===== src/rtl/w_tracker.sv =====
// w_tracker: per-burst W-beat collector that forwards beats to a per-WID FIFO and requests a flush after the last beat.
// Optional protocol checking (sticky err) is enabled by defining W_TRACKER_CHECK_EN.
module w_tracker #(
  parameter int WIDTH     = 64,
  parameter int MAX_BEATS = 16
) (
  input  logic             clk,
  input  logic             rst,
  input  logic             aw_valid,
  output logic             aw_ready,
  input  logic [10:0]      aw_id,
  input  logic [7:0]       aw_len,
  input  logic             w_valid,
  output logic             w_ready,
  input  logic [10:0]      w_id,
  input  logic [WIDTH-1:0] w_data,
  input  logic             w_last,
  output logic [WIDTH-1:0] fifo_data,
  output logic             fifo_valid,
  input  logic             fifo_ready,
  output logic [10:0]      fifo_wid,
  output logic             fifo_flush,
  input  logic             fifo_flush_done,
  output logic             busy,
  output logic             err
);
  typedef enum logic [1:0] {IDLE, COLLECT, FLUSH, WAIT} state_t;
  localparam logic [8:0] MAX_B = 9'(MAX_BEATS);
  state_t      state_q, state_d;
  logic [10:0] id_q, id_d;
  logic [7:0]  len_q, len_d, cnt_q, cnt_d;
  logic        cmd, beat, last;
  assign aw_ready   = state_q == IDLE;
  assign w_ready    = state_q == COLLECT && fifo_ready;
  assign fifo_valid = w_valid && w_ready;
  assign fifo_data  = w_data;
  assign fifo_wid   = id_q;
  assign fifo_flush = state_q == FLUSH;
  assign busy       = state_q != IDLE;
  assign cmd        = aw_valid && aw_ready;
  assign beat       = fifo_valid;
  assign last       = cnt_q == len_q;
  always_comb begin
    state_d = state_q;
    id_d    = cmd ? aw_id : id_q;
    len_d   = cmd ? aw_len : len_q;
    cnt_d   = cmd ? 8'd0 : beat && cnt_q != 8'hff ? cnt_q + 8'd1 : cnt_q;
    if (cmd) state_d = COLLECT;
    if (beat && last) state_d = FLUSH;
    if (state_q == FLUSH) state_d = WAIT;
    if (state_q == WAIT && fifo_flush_done) state_d = IDLE;
  end
  always_ff @(posedge clk) begin
    if (rst) begin
      state_q <= IDLE;
      id_q    <= '0;
      len_q   <= '0;
      cnt_q   <= '0;
    end else begin
      state_q <= state_d;
      id_q    <= id_d;
      len_q   <= len_d;
      cnt_q   <= cnt_d;
    end
  end
`ifdef W_TRACKER_CHECK_EN
  logic err_q, err_d;
  always_comb begin
    err_d = err_q | (beat && (w_id != id_q || w_last != last)) | (cmd && {1'b0, aw_len} >= MAX_B);
  end
  always_ff @(posedge clk) begin
    if (rst) err_q <= 1'b0;
    else err_q <= err_d;
  end
  assign err = err_q;
`else
  logic unused_ok;
  assign unused_ok = ^{w_id, w_last, MAX_B};
  assign err = 1'b0;
`endif
endmodule


===== config.mk =====
export PLATFORM = sky130hd
export DESIGN_NAME = w_tracker
export DESIGN_NICKNAME = d
export VERILOG_FILES = /design/src/rtl/w_tracker.sv
export SDC_FILE = /design/constraint.sdc
export NUM_CORES = 1
export LEC_CHECK = 0
export BUFFER_PORTS_ARGS = -buffer_cell sky130_fd_sc_hd__buf_2
export CORE_ASPECT_RATIO = 0.5
export CORE_MARGIN = 1.5
export CORE_UTILIZATION = 36
export DETAILED_ROUTE_END_ITERATION = 12
export PLACE_DENSITY_LB_ADDON = 0.12
export SYNTH_ARGS = -nofsm -noshare
export SYNTH_HDL_FRONTEND = slang
export SYNTH_SLANG_ARGS = --single-unit

===== constraint.sdc =====
create_clock -name clk -period 1.5 [get_ports clk]
set_input_delay 0.15 -clock clk [delete_from_list [all_inputs] [get_ports clk]]
set_output_delay 0.15 -clock clk [all_outputs]
set_load 0.005 [all_outputs]

==> results summary <==
The tree built by TritonCTS fans out to 29 sinks. The post-synthesis sequential area ratio is about 33%. The maximum number of pins on one net before global-route repair is 22. The summed area of non-filler cells in the final layout is between 0.0015 and 0.002 sq mm. The startpoint identified for the worst hold timing path is aw_id[0].

The master of the slowest instance on the critical path is sky130_fd_sc_hd__dfxtp_1. Timing analysis after detailed placement gives a worst setup slack of 0.0957 ns. The final hold violation count came out at 0. The signal on the critical path passes through ha_1, nand3_1, o211ai_1, xor2_1, nor2_1. STA classifies the critical path startpoint as a flop. The post-CTS repair timing setup buffer count came out at 0.

The number of antenna violations at the first check in global routing came out at 0. The area fraction in and, or, nand and nor cells after synthesis came out at 17.5%. Setup violations remaining at the end of the flow were counted as 0.

The total leakage power is 0.736 nW. The final count of pins violating max slew is 0. The H-tree level count is 2. The net count reported at finish is 304.

Clock-pin slew was measured on the worst setup and hold paths at 0.06 ns. The portion of synthesized area spent on multiplexers is 0.564%. In the synthesized netlist the dominant register cell turns out to be sky130_fd_sc_hd__dfxtp_1. The remaining number of nets flagged by the antenna check after routing came out at 0.

Counting I/O delays and the setup requirement, the final critical path takes roughly 1.4 ns. The mean post-synth cell area is around 8.1 sq um. 0 antenna diodes ended up in the layout. The total half-perimeter wirelength after legalization and detailed placement came out at 3.49 mm. The first detailed-routing pass ran for 4 iterations. In the routed design, unresolved DRC markers number 0.

For this run the aggregate overflow at the end of global routing stands at 0. In this design, the stage delay of the slowest critical-path cell is 0.40 ns. The number of placed instances with taps included came out at 261. The total number of placement rows is 17. The required time of the critical path is 1.65 ns. The floorplan step set the die width to 102 microns. The number of flops mapped to enable cells by yosys came out at 0. The count of cells resized by post-cts repair is 0. The placeable core region came out at 0.00457 sq mm. The global placer's final weighted congestion came out at 0.723. Of all nets on the critical path, the largest fanout is 6. Counting every net in the synthesized netlist gives 320. The floorplan die area came out at roughly 0.0054 sq mm. The via count of the first global-routing pass came out at 1141. The aggregate negative setup slack came out at 0 ns.

The critical path start-end classification is reg -> reg. The global-route wire length before repair is 6.22 mm. The flow ran to the end, and the final reports show no timing, DRC or antenna violations. The wire length reported by the detailed router is 4.39 mm. The area of the mapped netlist came out at 0.00178 sq mm.

The total of hold buffers inserted after clock tree synthesis came out at 0. The tightest min-delay check is of the in -> reg type. Once the floorplan was initialized, standard cells occupied 38.8% of the core. The power per cell area is between 1000 and 1500 mW/mm^2. Global routing consumed, over all layers together, 15.5% of the routing resources. The I/O pin count is between 150 and 200. The fraction of final layout cells with drive strength greater than 1 came out at 32.0%. Summing all placed instances gives a cell area of 0.00160 sq mm. The via total after detailed routing came out at 1240. The async set-or-reset flop fraction in the synthesized netlist came out at 0%. Counting every instance in the synthesized netlist gives 218.

The area growth from synthesis to layout came out at -3.52%. The register bit count reported by yosys came out at 29. The vertical die dimension is 52.7 microns. The share of synthesized cell area in full adder, half adder and majority cells came out at 0.705%. The number of DRC markers after the initial detailed-route iteration is 19. The largest clock skew in the final design came out at 0.00226 ns. For this run, the number of Yosys warnings is 0.

The fraction of the mapped netlist area in compound gates came out at 10.6%. The insertion delay of the later-clocked pin in the worst-skew pair came out at 0.27 ns. In this run the critical register-to-register path is launched from cnt_q[1]$_SDFFE_PP0P_.

The highest ir drop seen on vdd is 0.456 mV. Tracing the worst setup path back leads to its startpoint at cnt_q[1]$_SDFFE_PP0P_. The arrival time at the worst endpoint is 1.56 ns. The synthesized netlist contains 29 unique library cells. By area, the combinational part of the netlist is dominated by buffers and inverters.

Dividing the detail-routed wire length by the instance count gives 16.3 microns. The portion of the clock cycle consumed by the worst path in the final layout is 94.1%. The tree is rooted in a sky130_fd_sc_hd__clkbuf_8. The number of I/O port buffers came out at 40. The post-layout worst setup margin came out at 0.0890 ns. The count of filler cells inserted in the layout came out at 503.

Dividing the detail-routed via count by the number of cells gives approximately 4.6. For this run, the share of the core covered by cells in the final layout is 37.5%. The worst setup path is captured at a flop. The filler-free cell count of the finished design is roughly 270. The TritonCTS clock tree is yes.

The fmax is 709 MHz. Setup repair after global routing could not meet its margin everywhere. The reported max-cap violation count came out at 0. The maximum root-to-sink buffer count is 2. The number of clock buffers added by TritonCTS is 5.

The fraction of synthesized cell area in xor and xnor cells came out at 7.40%.
==> area by class of cell <==
| type | count | area (sq um) | area share (%) |
|---|---|---|---|
| clock inverter | 1 | 5.00 | 0.292 |
| clock buffer | 7 | 96.3 | 5.62 |
| inverter | 3 | 11.3 | 0.657 |
| tap | 66 | 82.6 | 4.82 |
| multi-input combinational | 114 | 667 | 38.9 |
| timing repair buffer | 49 | 268 | 15.6 |
| sequential | 29 | 583 | 34.0 |
==> state kept, by name (all words and copies together) (netlist names) <==
name / count
fifo_wid: 11
cnt_q: 8
len_q: 8
state_q: 2
==> per-layer routing <==
layer | routed length (microns) | up-vias | global-route usage (%)
li1 | - | 604 | -
met1 | 1630 | 543 | 17.0
met2 | 2050 | 82 | 25.9
met3 | 643 | 11 | 7.73
met4 | 60 | 0 | 6.39
met5 | 0 | - | 0
==> synth_stat cells (2+ instances only) <==
library cell               count  share of area [%]
sky130_fd_sc_hd__buf_4        68                 29
sky130_fd_sc_hd__clkbuf_1      3               0.63
sky130_fd_sc_hd__xor2_1        5                2.5
sky130_fd_sc_hd__nand4_1       3                1.1
sky130_fd_sc_hd__xnor2_1      10                4.9
sky130_fd_sc_hd__dfxtp_1      29                 33
sky130_fd_sc_hd__inv_1         3               0.63
sky130_fd_sc_hd__nor2_1       10                2.1
sky130_fd_sc_hd__nand2_1      43                9.1
sky130_fd_sc_hd__o211ai_1      3                1.3
sky130_fd_sc_hd__nand3_1       2               0.56
sky130_fd_sc_hd__and2_1        2               0.70
sky130_fd_sc_hd__and3_1        2               0.70
sky130_fd_sc_hd__a21oi_1      20                5.6
==> worst max-delay path: cells and delay by family, from the launching register on <==
family / cells / cell delay, ns
AOI/OAI and AO/OA: 1 / 0.26
xor gates and xnor gates: 1 / 0.17
adders and majority gates: 1 / 0.20
DFF: 1 / 0.40
and+or+nand+nor: 2 / 0.26
==> power by group <==
part           leakage, nW  internal, mW  total (mW)  switching, mW
registers            0.238         0.808       0.831         0.0237
logic                0.444        0.0991       0.218          0.119
clock network       0.0542         0.414       0.704          0.290
total                0.736          1.32        1.75          0.433
==> path summary, 6_finish.rpt <==
check | to | slack [ns] | cells past startpoint
max | cnt_q[4]$_SDFFE_PP0P_ | 0.09 | 5
min | fifo_wid[0]$_SDFFE_PP0P_ | 0.11 | 3
max reg2reg | cnt_q[4]$_SDFFE_PP0P_ | 0.09 | 5
min reg2reg | fifo_wid[1]$_SDFFE_PP0P_ | 0.45 | 2
==> cell usage in the layout (no fill, tap or decap), types with 2 or more instances in the layout <==
cell                       Yosys  layout
sky130_fd_sc_hd__nand2_1      43      43
sky130_fd_sc_hd__buf_2         1      40
sky130_fd_sc_hd__dfxtp_1      29      27
sky130_fd_sc_hd__a21oi_1      20      20
sky130_fd_sc_hd__nor2_1       10      10
sky130_fd_sc_hd__xnor2_1      10      10
sky130_fd_sc_hd__buf_4        68       9
sky130_fd_sc_hd__clkbuf_8      0       7
sky130_fd_sc_hd__xor2_1        5       5
sky130_fd_sc_hd__inv_1         3       3
sky130_fd_sc_hd__nand4_1       3       3
sky130_fd_sc_hd__o211ai_1      3       3
sky130_fd_sc_hd__and2_1        2       2
sky130_fd_sc_hd__nand3_1       2       2
sky130_fd_sc_hd__and3_1        2       2
sky130_fd_sc_hd__dfxtp_2       0       2
==> cells by family after synthesis <==
kind of cell	after synthesis
fa+ha+maj	1
xor+xnor	15
flops	29
compound gates	29
mux	1
simple gates	67
other cells	1
buf+inv	75
==> per-stage QoR <==
step | power (mW) | hold slack (ns)
finish | 1.75 | 0.109
floorplan | 1.11 | 0.229
global route | 1.87 | 0.103
detailed placement | 1.07 | 0.300
CTS | 1.79 | 0.0945
global placement | 1.07 | 0.300
Note: power is estimated with default switching activity, not from simulation.
